`config.mk`:
```
export PLATFORM = sky130hd
export DESIGN_NAME = memblock_exerciser
export DESIGN_NICKNAME = d
export VERILOG_FILES = /design/src/rtl/memblock_exerciser.sv
export SDC_FILE = /design/constraint.sdc
export NUM_CORES = 1
export LEC_CHECK = 0
export CAP_MARGIN = 20
export CORE_ASPECT_RATIO = 0.9
export CORE_UTILIZATION = 54
export CTS_BUF_LIST = sky130_fd_sc_hd__clkbuf_4
export DETAILED_ROUTE_END_ITERATION = 10
export GPL_TIMING_DRIVEN = 0
export PLACE_DENSITY_LB_ADDON = 0.3
export SLEW_MARGIN = 5
export SYNTH_ARGS = -nofsm -noshare
export SYNTH_HDL_FRONTEND = slang
export SYNTH_SLANG_ARGS = --single-unit
```
`constraint.sdc`:
```
create_clock -name clk -period 5.2 [get_ports clk]
set_input_delay 1.56 -clock clk [delete_from_list [all_inputs] [get_ports clk]]
set_output_delay 1.56 -clock clk [all_outputs]
set_load 0.02 [all_outputs]
```
`src/rtl/memblock_exerciser.sv`:
```
// Self-test engine for a NOR-style set/reset memory block: walks x/y through a
// fixed 12-step table, samples q/nq via a 2-flop synchronizer and tallies mismatches.
module memblock_exerciser #(
  parameter int unsigned SETTLE = 4
) (
  input  logic       clk,
  input  logic       reset,
  input  logic       start,
  input  logic       q,
  input  logic       nq,
  output logic       x,
  output logic       y,
  output logic       busy,
  output logic       done,
  output logic       pass,
  output logic [3:0] err_count,
  output logic [3:0] fail_step,
  output logic [3:0] step_idx
);

  typedef enum logic [2:0] {
    S_IDLE,
    S_DRIVE,
    S_WAIT,
    S_CHECK,
    S_DONE
  } state_t;

  localparam logic [3:0] LAST_STEP = 4'd11;
  localparam logic [3:0] NO_FAIL   = 4'hF;

  state_t     state, state_nx;
  logic [3:0] wait_cnt;
  logic       q_s1, q_s, nq_s1, nq_s;
  logic [4:0] entry;
  logic       mismatch;

  // Entry layout: {check, x, y, expected q, expected nq}
  function automatic logic [4:0] step_entry(input logic [3:0] idx);
    logic [4:0] e;
    case (idx)
      4'd0:    e = 5'b1_01_01;
      4'd1:    e = 5'b1_00_01;
      4'd2:    e = 5'b1_10_10;
      4'd3:    e = 5'b1_00_10;
      4'd4:    e = 5'b1_10_10;
      4'd5:    e = 5'b1_11_00;
      4'd6:    e = 5'b1_01_01;
      4'd7:    e = 5'b1_11_00;
      4'd8:    e = 5'b1_10_10;
      4'd9:    e = 5'b1_11_00;
      4'd10:   e = 5'b0_00_00;
      4'd11:   e = 5'b1_01_01;
      default: e = 5'b0_00_00;
    endcase
    return e;
  endfunction

  assign entry    = step_entry(step_idx);
  assign mismatch = entry[4] && ({q_s, nq_s} != entry[1:0]);

  assign busy = (state == S_DRIVE) || (state == S_WAIT) || (state == S_CHECK);
  assign pass = done && (err_count == 4'd0);

  always_comb begin
    state_nx = state;
    case (state)
      S_IDLE, S_DONE: if (start) state_nx = S_DRIVE;
      S_DRIVE:        state_nx = S_WAIT;
      S_WAIT:         if (wait_cnt == 4'd1) state_nx = S_CHECK;
      S_CHECK:        state_nx = (step_idx == LAST_STEP) ? S_DONE : S_DRIVE;
      default:        state_nx = S_IDLE;
    endcase
  end

  always_ff @(posedge clk) begin
    if (reset) begin
      state     <= S_IDLE;
      x         <= 1'b0;
      y         <= 1'b0;
      done      <= 1'b0;
      err_count <= '0;
      fail_step <= NO_FAIL;
      step_idx  <= '0;
      wait_cnt  <= '0;
      q_s1      <= 1'b0;
      q_s       <= 1'b0;
      nq_s1     <= 1'b0;
      nq_s      <= 1'b0;
    end else begin
      state <= state_nx;
      q_s1  <= q;
      q_s   <= q_s1;
      nq_s1 <= nq;
      nq_s  <= nq_s1;
      // done is a registered view of the DONE state; a restart drops it on the start edge
      done  <= (state == S_DONE) && !start;
      case (state)
        S_IDLE, S_DONE: begin
          if (start) begin
            err_count <= '0;
            fail_step <= NO_FAIL;
            step_idx  <= '0;
          end
        end
        S_DRIVE: begin
          x        <= entry[3];
          y        <= entry[2];
          wait_cnt <= 4'(SETTLE);
        end
        S_WAIT: wait_cnt <= wait_cnt - 4'd1;
        S_CHECK: begin
          if (mismatch) begin
            if (err_count != 4'hF) err_count <= err_count + 4'd1;
            if (fail_step == NO_FAIL) fail_step <= step_idx;
          end
          if (state_nx == S_DRIVE) step_idx <= step_idx + 4'd1;
        end
        default: ;
      endcase
    end
  end

endmodule
```
Word-level counts from Yosys, hierarchy flattened. Memory sizes are Yosys's and may differ from the RTL's. A register that Yosys moved wholly into a read port is not among the register bits. Index checks and enable logic that the tools add are counted.

Memories kept: 1. Memory bits (read-only): 80. RAM bits: 0. Input port bits: 5. Register bits after elaboration: 26. Logic and storage cells: 62. Output and inout bits: 17. Latch bits: 0.

Div/mod/pow operators: 0. Multipliers: 0. Add/subtract/negate cells: 3. Shift operators: 0. Multiplexer cells: 17. Equal/unequal tests: 15. Order comparisons: 0. Reduce and logical (&&, ||, !) cells: 14. Bitwise logic cells: 0.

Memories: (no name shown) (words 16, bits a word 5, rd ports 1, clocked after memory_dff 1, write ports 0, line 41) `case (idx)`.

Operator list (number): $mux 4 (9); $pmux 4 s2 (4); $pmux 3 s4 (1); $mux 3 (3); $add 4x1->4 const B (2); $eq 4x4->1 const B (2); $reduce_and 4->1 (2); $eq 3x1->1 const B (2); $eq 3x2->1 const B (2); $ne 2x1->1 const B (3); $eq 4x1->1 const B (1); $logic_not 4->1 (1); $ne 2x2->1 const B (2); $ne 4x4->1 const B (1); $reduce_bool 2->1 (2); $sub 4x1->4 const B (1); $eq 3x3->1 const B (1); $logic_and 1x1->1 (3); $logic_not 3->1 (1); $reduce_and 3->1 (1); $logic_or 1x1->1 (2); $ne 2x2->1 (1); $reduce_or 2->1 (1); $logic_not 1->1 (1).

Depth between registers and ports, before layout. Gate-level depths: netlist (run 1).

Depth after elaboration: 8. Gate-level depth with buffers: 8. Gate-level depth less buffers: 7.

Worst setup path after synthesis (run 1). OpenSTA, ideal clock, no wires.

Path type: input -> register. Start point: in reset. End point: reg, netlist name entry[0]. Path slack: 2.383 ns. Stages: 6. Required time: 5.112 ns. Setup time: 0.088 ns. Path buffers: 2. Data arrival time: 2.729 ns. Path through: clkbuf_1 -> or2_1 -> buf_4 -> a21oi_4 -> mux2_1 -> o32ai_2.

Cells in the longest elaborated chain, start to end: 1.

RTL lines: from (decl) (line 7) `input logic reset,`; $mux 4 (no source line).

Every way passes these cells. A chain may end at the register's enable or synchronous reset.

Worst setup path in the final report (run 1).
Start point: reg err_count[0]. End point: out pass.

Cells in the longest elaborated chain, start to end: 2.

RTL lines: from (decl) (line 16) `output logic [3:0] err_count,`; from (signal assigned) (line 114) `if (err_count != 4'hF) err_count <= err_count + 4'd1;`; $logic_not 4->1 (line 63) `assign pass = done && (err_count == 4'd0);`; $logic_and 1x1->1 (line 63); to (decl) (line 15) `output logic pass,`.

Every way passes these cells.

==> summary.md, run 1 <==
The run finished with clean final reports. Across all layers, the routed design uses 1320 vias. TritonCTS built the clock tree. Startpoint of the worst-slack reg-to-reg timing path: step_idx[1].

The H-tree generated during clock tree synthesis spans 2 levels. Summed over all layers, the global routing overflow is 0. For this run, the number of Yosys warnings is 0.

In the synthesized netlist the dominant register cell turns out to be sky130_fd_sc_hd__dfxtp_1. The setup slack at placement came out at 1800 ps. The tools report the critical path endpoint category as an output pin.

The filler cells instantiated in the layout total 234. The cell with the largest stage delay on the worst path is sky130_fd_sc_hd__clkdlybuf4s50_1. The required time of the critical path is 3640 ps. For the standard cell core area, the log shows 2750 µm². Master cell of the clock root buffer: sky130_fd_sc_hd__clkbuf_4. Via count of the first global-routing pass: 1103. The run gives 57.3% as the starting density of the core. The static leakage was 0.757 nW; the die span in y was 53.2 µm. The number of antenna diodes in the final layout is 0. In the routed layout, each cell is associated on average with a via count of 5.39. The congestion estimate from routability-driven global placement came to 0.807.

The tools report the number of instances resized during post-cts repair as 0. Traced cell by cell, the critical path runs through inv_1, ha_1, nand2_1, nor3_1, clkdlybuf4s50_1. STA classifies the critical path startpoint as a flop. The synthesized instance count was 177.

The critical path in this run is classified as reg -> out. Of the cells placed in the final design, the portion with a size suffix greater than 1 is 14.6%. For this design the top-level I/O count stands at 22. After clock tree synthesis, the clock-pin slew on the worst setup and hold paths is 90 ps. The run gives 70.2% as the relative slew slack. A synthesized cell averages 8.90 µm². The number of nets in the synthesized netlist was 187.

The run gives 0 as the number of buffers inserted to repair setup after CTS. Global routing used 20.8% of the available tracks across all layers. For this design, the CTS-stage hold fixing added 0 buffers.

The count of different cell masters after synthesis came out at 49. Max-cap violations in this run came to 0. The worst hold endpoint was q_s. The number of antenna violations at the first check in global routing was 0; the number of antenna-violating nets in the routed design was 0.

The worst slack on hold paths came out at 450 ps. The worst hold path begins at q_s1. For this run, the register share of the synthesized area comes to 39.4%. The mean routed wirelength per cell was 12.4 µm; the worst path setup slack after routing was 1950 ps.

The reg-to-reg setup timing slack is 3060 ps. Setup repair after global routing left no endpoint under its margin. Counting I/O delays and the setup requirement, the final critical path takes 3250 ps. For the number of clock sinks, the log shows 31. After detailed routing, the number of remaining DRC violations is 0.

The floorplan step defined a die boundary enclosing 3140 µm². Dominant cell type by area after synthesis: sky130_fd_sc_hd__dfxtp_1. Data arrives at the worst endpoint at 1690 ps. The type of the most critical hold path was reg -> reg. The post-route setup TNS is 0 ps. The total chip power is 0.469 mW. The first detailed-routing pass ran for 4 iterations. The number of enable flip-flop cells after synthesis was 0. In this run the critical register-to-register path is captured at entry[0]. Deepest clock path buffer count: 2. The power density relative to cell area was 249 nW/µm²; the highest clock rate was 307 MHz.

For the pin with the worst max-slew slack, the measured transition is 443 ps. The die width came out at 58.9 µm. For this block, the initial DRC count from the detailed router was 76.

The maximum fanout encountered on the critical timing path came out at 5. For the final count of pins violating max slew, the log shows 0. For the worst flop-to-flop path, the logic depth is 6. Once detailed placement completed, the half-perimeter wirelength came to 2.31 mm. Counting flops with an async set or reset pin after synthesis yields a share of 0%. Entering global routing, the biggest net connects 11 pins. The run gives 320 ps as the source-to-sink clock delay at the later pin of the worst-skew pair.

Sorting the synthesized cells by how often they occur yields sky130_fd_sc_hd__dfxtp_1 (31), sky130_fd_sc_hd__nor2_1 (22), sky130_fd_sc_hd__inv_1 (12). For the global-route wire length before repair, the log shows 4.80 mm. The hold violation total from the final report was 0; the netlist area before placement was 1580 µm². The dominant cell by count in the synthesized netlist was sky130_fd_sc_hd__dfxtp_1. The worst setup skew after layout came out at 4.22 ps.

Counting the buffers created by CTS gives 5. The final layout net count was 214. The top cell type's share of synthesized area came out at 39.4%.

Ranked by total cell area, the synthesized netlist is headed by sky130_fd_sc_hd__dfxtp_1 (39%), sky130_fd_sc_hd__nor2_1 (5.2%), sky130_fd_sc_hd__ha_1 (4.0%), sky130_fd_sc_hd__mux2i_1 (3.8%), sky130_fd_sc_hd__a21oi_1 (3.5%). The floorplan has 18 rows. Count of cells along the worst hold path: 1. In the finished design, the share of the clock period the worst path needs comes to 62.6%. The total of flip-flops plus latches after synthesis is 31. From synthesis to final layout, the design area changed by 19.5%.

In this run the tool buffered the top-level ports with 20 buffer cells. IR analysis of the VDD net gives a maximum drop of 0.162 mV. The longest individual stage delay on the worst path was 620 ps. The count of final setup violators is 0, and the final wirelength is 3.04 mm.
per-layer routing:
layer,wire length [µm],vias to the layer above,GRT usage (%)
li1,-,668,-
met1,1460,619,26.0
met2,1440,27,35.2
met3,106,6,5.13
met4,28,0,5.95
met5,0,-,0
area by class of cell:
class / count / area (µm²) / area share [%]
buffer: 10 / 71.3 / 3.79
clock buffer: 7 / 52.6 / 2.79
clock inverter: 1 / 5.00 / 0.266
tap: 40 / 50.0 / 2.66
multi-input combinational: 124 / 838 / 44.5
sequential: 31 / 621 / 33.0
timing repair buffer: 20 / 200 / 10.6
inverter: 12 / 45.0 / 2.39
flip-flops by register name (all words and copies together), names as in the netlist:
register   count
wait_cnt       4
entry          5
fail_step      4
y              1
step_idx       4
x              1
done           1
q_s1           1
state          3
nq_s           1
q_s            1
err_count      4
nq_s1          1
placed cells by master, fill, tap and decap left out, types with 2 or more instances in the layout:
cell type / n
sky130_fd_sc_hd__mux2i_1: 6
sky130_fd_sc_hd__a21oi_4: 2
sky130_fd_sc_hd__nor2b_1: 5
sky130_fd_sc_hd__nand2_1: 6
sky130_fd_sc_hd__ha_1: 5
sky130_fd_sc_hd__nand3_1: 7
sky130_fd_sc_hd__xnor2_1: 2
sky130_fd_sc_hd__clkbuf_1: 4
sky130_fd_sc_hd__o21ai_0: 8
sky130_fd_sc_hd__a22oi_1: 3
sky130_fd_sc_hd__or3_1: 2
sky130_fd_sc_hd__buf_4: 3
sky130_fd_sc_hd__nor3_1: 5
sky130_fd_sc_hd__o22ai_1: 2
sky130_fd_sc_hd__dfxtp_1: 31
sky130_fd_sc_hd__nor2_1: 22
sky130_fd_sc_hd__clkdlybuf4s50_1: 20
sky130_fd_sc_hd__a21oi_1: 11
sky130_fd_sc_hd__or2_2: 5
sky130_fd_sc_hd__inv_1: 12
sky130_fd_sc_hd__clkbuf_4: 7
sky130_fd_sc_hd__buf_6: 3
sky130_fd_sc_hd__xor2_1: 3
sky130_fd_sc_hd__a31oi_1: 2
sky130_fd_sc_hd__nand3b_1: 2
where the power goes:
group	internal [mW]	leakage [nW]	total, mW	switching (mW)
clock network	0.0630	0.0361	0.140	0.0769
logic	0.0343	0.469	0.0775	0.0432
registers	0.246	0.252	0.252	0.00547
total	0.344	0.757	0.469	0.126
critical path, delay by kind of cell, from the launching register on:
kind	cells	cell delay, ps
buffers and inverters	2	710
flip-flops	1	350
AND/OR/NAND/NOR	2	170
adder cells (fa/ha/maj)	1	140
through the flow:
stage / cell area, µm² / utilization, % / cells
6_report: 1880 / 68.5 / 245
5_1_grt: 1880 / 68.5 / 245
4_1_cts: 1880 / 68.5 / 245
3_5_place_dp: 1830 / 66.4 / 237
3_3_place_gp: 1830 / 66.4 / 237
2_1_floorplan: 1580 / - / 177
cells by family after synthesis:
group           after synthesis  synth area share (%)
fa+ha+maj                     5                  3.97
simple gates                 69                  24.9
flops                        31                  39.4
mux                           7                  4.53
buf+inv                      22                  7.39
compound gates               38                  17.0
xor+xnor                      5                  2.78
worst max-delay path by stage:
| stage | start | endpoint | slack (ps) | cells after the start |
|---|---|---|---|---|
| global placement | start | entry[0] | 1830 | 8 |
| CTS | err_count[0] | pass | 1940 | 5 |
| global route | err_count[0] | pass | 1860 | 5 |
| detailed placement | start | entry[0] | 1800 | 8 |
| finish | err_count[0] | pass | 1950 | 5 |
| floorplan | reset | entry[0] | 2380 | 6 |
Power figures use the tool's default switching activity.
==> inputs of run 2 (changes only) <==
--- a/config.mk
+++ b/config.mk
@@ -7,7 +7,7 @@
 export LEC_CHECK = 0
 export CAP_MARGIN = 20
 export CORE_ASPECT_RATIO = 0.9
-export CORE_UTILIZATION = 54
+export CORE_UTILIZATION = 50
 export CTS_BUF_LIST = sky130_fd_sc_hd__clkbuf_4
 export DETAILED_ROUTE_END_ITERATION = 10
 export GPL_TIMING_DRIVEN = 0
==> constraint.sdc (replaced) <==
create_clock -name clk -period 2.6 [get_ports clk]
set_input_delay 0.78 -clock clk [delete_from_list [all_inputs] [get_ports clk]]
set_output_delay 0.78 -clock clk [all_outputs]
set_load 0.02 [all_outputs]
==> summary.md, run 2 (same netlist as run 1, synthesis figures left out) <==
The tools report the worst slack on hold paths as 457 ps (was 450 ps). The static leakage was 0.767 nW (was 0.757 nW). The most numerous cell type found on the critical path is sky130_fd_sc_hd__nor2_1.

The hold violation total from the final report was 0 (unchanged); the count of cells along the worst hold path was 1 (unchanged). The tools report the critical path endpoint category as an output pin (unchanged). The count of cells along the worst register-to-register path was 6 (unchanged). The flip-flop count of the largest register, all copies and words added is 5 (unchanged), and the longest individual stage delay on the worst path is 600 ps (was 620 ps). The type of the worst setup path is reg -> out (unchanged). Cell-by-cell listing of the critical path: buf_6, nor2_1, nor2_1, clkdlybuf4s50_1 (was inv_1, ha_1, nand2_1, nor3_1, clkdlybuf4s50_1). For the final cell utilization of the core, the log shows 65.9% (was 68.5%). The number of rows in the core area is 18 (unchanged).

The number of top-level design ports came out at 22 (unchanged). The flow ran to the end, and the final reports show no timing, DRC or antenna violations. The area growth from synthesis to final layout was 19.7% (was 19.5%); the number of antenna-violating nets in the routed design was 0 (unchanged). Dividing the final minimum period by the clock period gives 94.2%. The power density relative to cell area came out at 498 nW/µm² (was 249 nW/µm²).

For the worst setup skew after layout, the log shows 6.87 ps (was 4.22 ps). The highest clock rate came out at 408 MHz. The clock network fraction of design power is 29.3% (was 29.8%), and the pin count of the biggest net entering global routing is 12 (was 11). The number of instances resized during post-cts repair is 0 (unchanged). The clock transition time at the flip-flop clock pins of the worst setup and hold paths is 100 ps (was 90 ps). TritonCTS built the clock tree. The required time of the critical path came out at 1820 ps (was 3640 ps).

Endpoint of the worst register-to-register path: entry[0] (unchanged). The run gives 4 (unchanged) as the number of iterations in the first detailed-routing pass. The run gives 1830 µm² (unchanged) as the area after detailed placement. Subtracting the final worst setup slack from the clock period gives 2450 ps.

Die width: 61.2 µm (was 58.9 µm). The number of buffers inserted to repair setup after CTS is 0 (unchanged). The tools report the arrival time at the worst endpoint as 1670 ps (was 1690 ps). CTS H-tree depth: 2 (unchanged). The logs give 0.805 (was 0.807) for the final RePlAce weighted congestion and 0.445 mV (was 0.162 mV) for the maximum vdd drop. The run gives 0 (unchanged) as the count of final setup violators.

The die span in y was 55.3 µm (was 53.2 µm); the area of all placed cells without fillers was 1890 µm² (was 1880 µm²). Setup repair after global routing left no endpoint under its margin. The number of vias after detailed routing was 1329 (was 1320); the placed wire-length estimate was 2.49 mm (was 2.31 mm). For the via count of the first global-routing pass, the log shows 1198 (was 1103). The power dissipated by switching net loads was 0.274 mW (was 0.126 mW); the reg-to-reg setup timing slack was 470 ps (was 3060 ps). Hold path startpoint: nq_s1 (was q_s1). The ratio of cells with drive above 1 in the final layout was 14.6% (unchanged); the number of DRC markers in iteration 0 was 59 (was 76).

For the total congestion overflow, the log shows 0 (unchanged). The tools report the sequential power share as 53.8% (was 53.7%). The deepest clock path buffer count is 2 (unchanged). For the final count of pins violating max slew, the log shows 0 (unchanged). The commonest non-fill, non-tap cell in the layout was sky130_fd_sc_hd__dfxtp_1 (unchanged).

Source-to-sink clock delay at the later pin of the worst-skew pair: 330 ps (was 320 ps). The tools report the cts-stage hold buffer count as 0 (unchanged). Share of total power consumed by net switching: 29.2% (was 26.8%). The total clock buffers created by CTS came out at 5 (unchanged). Type of the most critical hold path: reg -> reg (unchanged). The relative slew slack was 67.5% (was 70.2%); the number of antenna violations at the first check in global routing was 0 (unchanged). The overall global routing resource usage came out at 20.9% (was 20.8%). The tools report the final layout net count as 214 (unchanged). The mean routed wirelength per cell works out to 13.2 µm (was 12.4 µm). For the standard cell core area, the log shows 2860 µm² (was 2750 µm²). The run gives 16.9% (was 16.5%) as the logic gate share of total power. The tools report the nature of the critical path startpoint as a flop (unchanged). The floorplan die area was 3380 µm² (was 3140 µm²). The run gives 55.1% (was 57.3%) as the starting density of the core. For the number of maximum-capacitance constraint violations, the log shows 0 (unchanged). The post-detailed-route via-to-cell ratio was 5.42 (was 5.39); the number of remaining DRC errors was 0 (unchanged).

The startpoint of the worst-slack reg-to-reg timing path is step_idx[1] (unchanged). Most frequent cells in the layout: sky130_fd_sc_hd__dfxtp_1 (31), sky130_fd_sc_hd__nor2_1 (22), sky130_fd_sc_hd__clkdlybuf4s50_1 (19), sky130_fd_sc_hd__inv_1 (12), sky130_fd_sc_hd__a21oi_1 (11) (was sky130_fd_sc_hd__dfxtp_1 (31), sky130_fd_sc_hd__nor2_1 (22), sky130_fd_sc_hd__clkdlybuf4s50_1 (20), sky130_fd_sc_hd__inv_1 (12), sky130_fd_sc_hd__a21oi_1 (11)). The cell with the largest stage delay on the worst path was sky130_fd_sc_hd__clkdlybuf4s50_1 (unchanged). The cell-internal power came out at 0.665 mW (was 0.344 mW).

The final wirelength was 3.22 mm (was 3.04 mm); the count of input and output buffers was 20 (unchanged). The maximum fanout encountered on the critical timing path came out at 10 (was 5). The number of antenna diodes came out at 0 (unchanged). The number of clock sinks was 31 (unchanged).

The worst hold endpoint is nq_s (was q_s). The run gives 5.36 mm (was 4.80 mm) as the global-route wire length before repair. Measured slew at the worst slew-check pin: 484 ps (was 443 ps). The master cell of the clock root buffer was sky130_fd_sc_hd__clkbuf_4 (unchanged).
[run 2: changes by cell type in the layout (fill, tap and decap cells not counted)]
cell / change
sky130_fd_sc_hd__clkbuf_4: -2
sky130_fd_sc_hd__clkinvlp_4: +2
sky130_fd_sc_hd__clkdlybuf4s50_1: -1
sky130_fd_sc_hd__dlymetal6s2s_1: +1
[run 2: stage by stage]
step           setup WS, ps  power [mW]  std cells  setup TNS (ps)
3_3_place_gp           3.23       0.664        237               0
4_1_cts                67.0       0.945        245               0
2_1_floorplan           542       0.630        177               0
3_5_place_dp          -49.7       0.673        237           -49.7
6_report                151       0.938        245               0
5_1_grt                80.1       0.993        245               0
[run 2: power groups by stage]
| stage | clock (mW) | sequential, mW | combinational [mW] |
|---|---|---|---|
| global placement | 0 | 0.513 | 0.150 |
| global route | 0.312 | 0.507 | 0.174 |
| detailed placement | 0 | 0.515 | 0.158 |
| floorplan | 0 | 0.516 | 0.113 |
| finish | 0.275 | 0.505 | 0.158 |
| CTS | 0.282 | 0.504 | 0.159 |
[run 2: final cells by class]
| class | instances | area [µm²] |
|---|---|---|
| clock buffers | 5 | 37.5 |
| multi-input cells | 124 | 838 |
| repair buffers | 20 | 203 |
| inverters | 12 | 45.0 |
| plain buffers | 10 | 71.3 |
| flip-flops and latches | 31 | 621 |
| fillers | 272 | 975 |
| clock inverters | 3 | 20.0 |
| well taps | 40 | 50.0 |
[run 2: worst max-delay path by stage]
stage	start	slack (ps)	end	depth (start not counted)
2_1_floorplan	step_idx[1]	540	entry[0]	6
3_3_place_gp	start	3	entry[0]	8
3_5_place_dp	start	-50	entry[0]	8
4_1_cts	err_count[0]	70	pass	5
5_1_grt	state[1]	80	busy	4
6_report	state[1]	150	busy	4
[run 2: worst max-delay path, delay by kind of cell (launching register included)]
family	cells	cell delay, ps
buffers and inverters	2	760
AND/OR/NAND/NOR	2	170
flip-flops	1	400
[run 2: per-layer routing]
layer / share of wire (%) / vias to the layer above / global-route usage [%]
met2: 50 / 20 / 33.5
met5: 0 / - / 0
li1: - / 667 / -
met1: 46 / 637 / 27.1
met3: 3.0 / 5 / 6.32
met4: 1.1 / 0 / 4.55
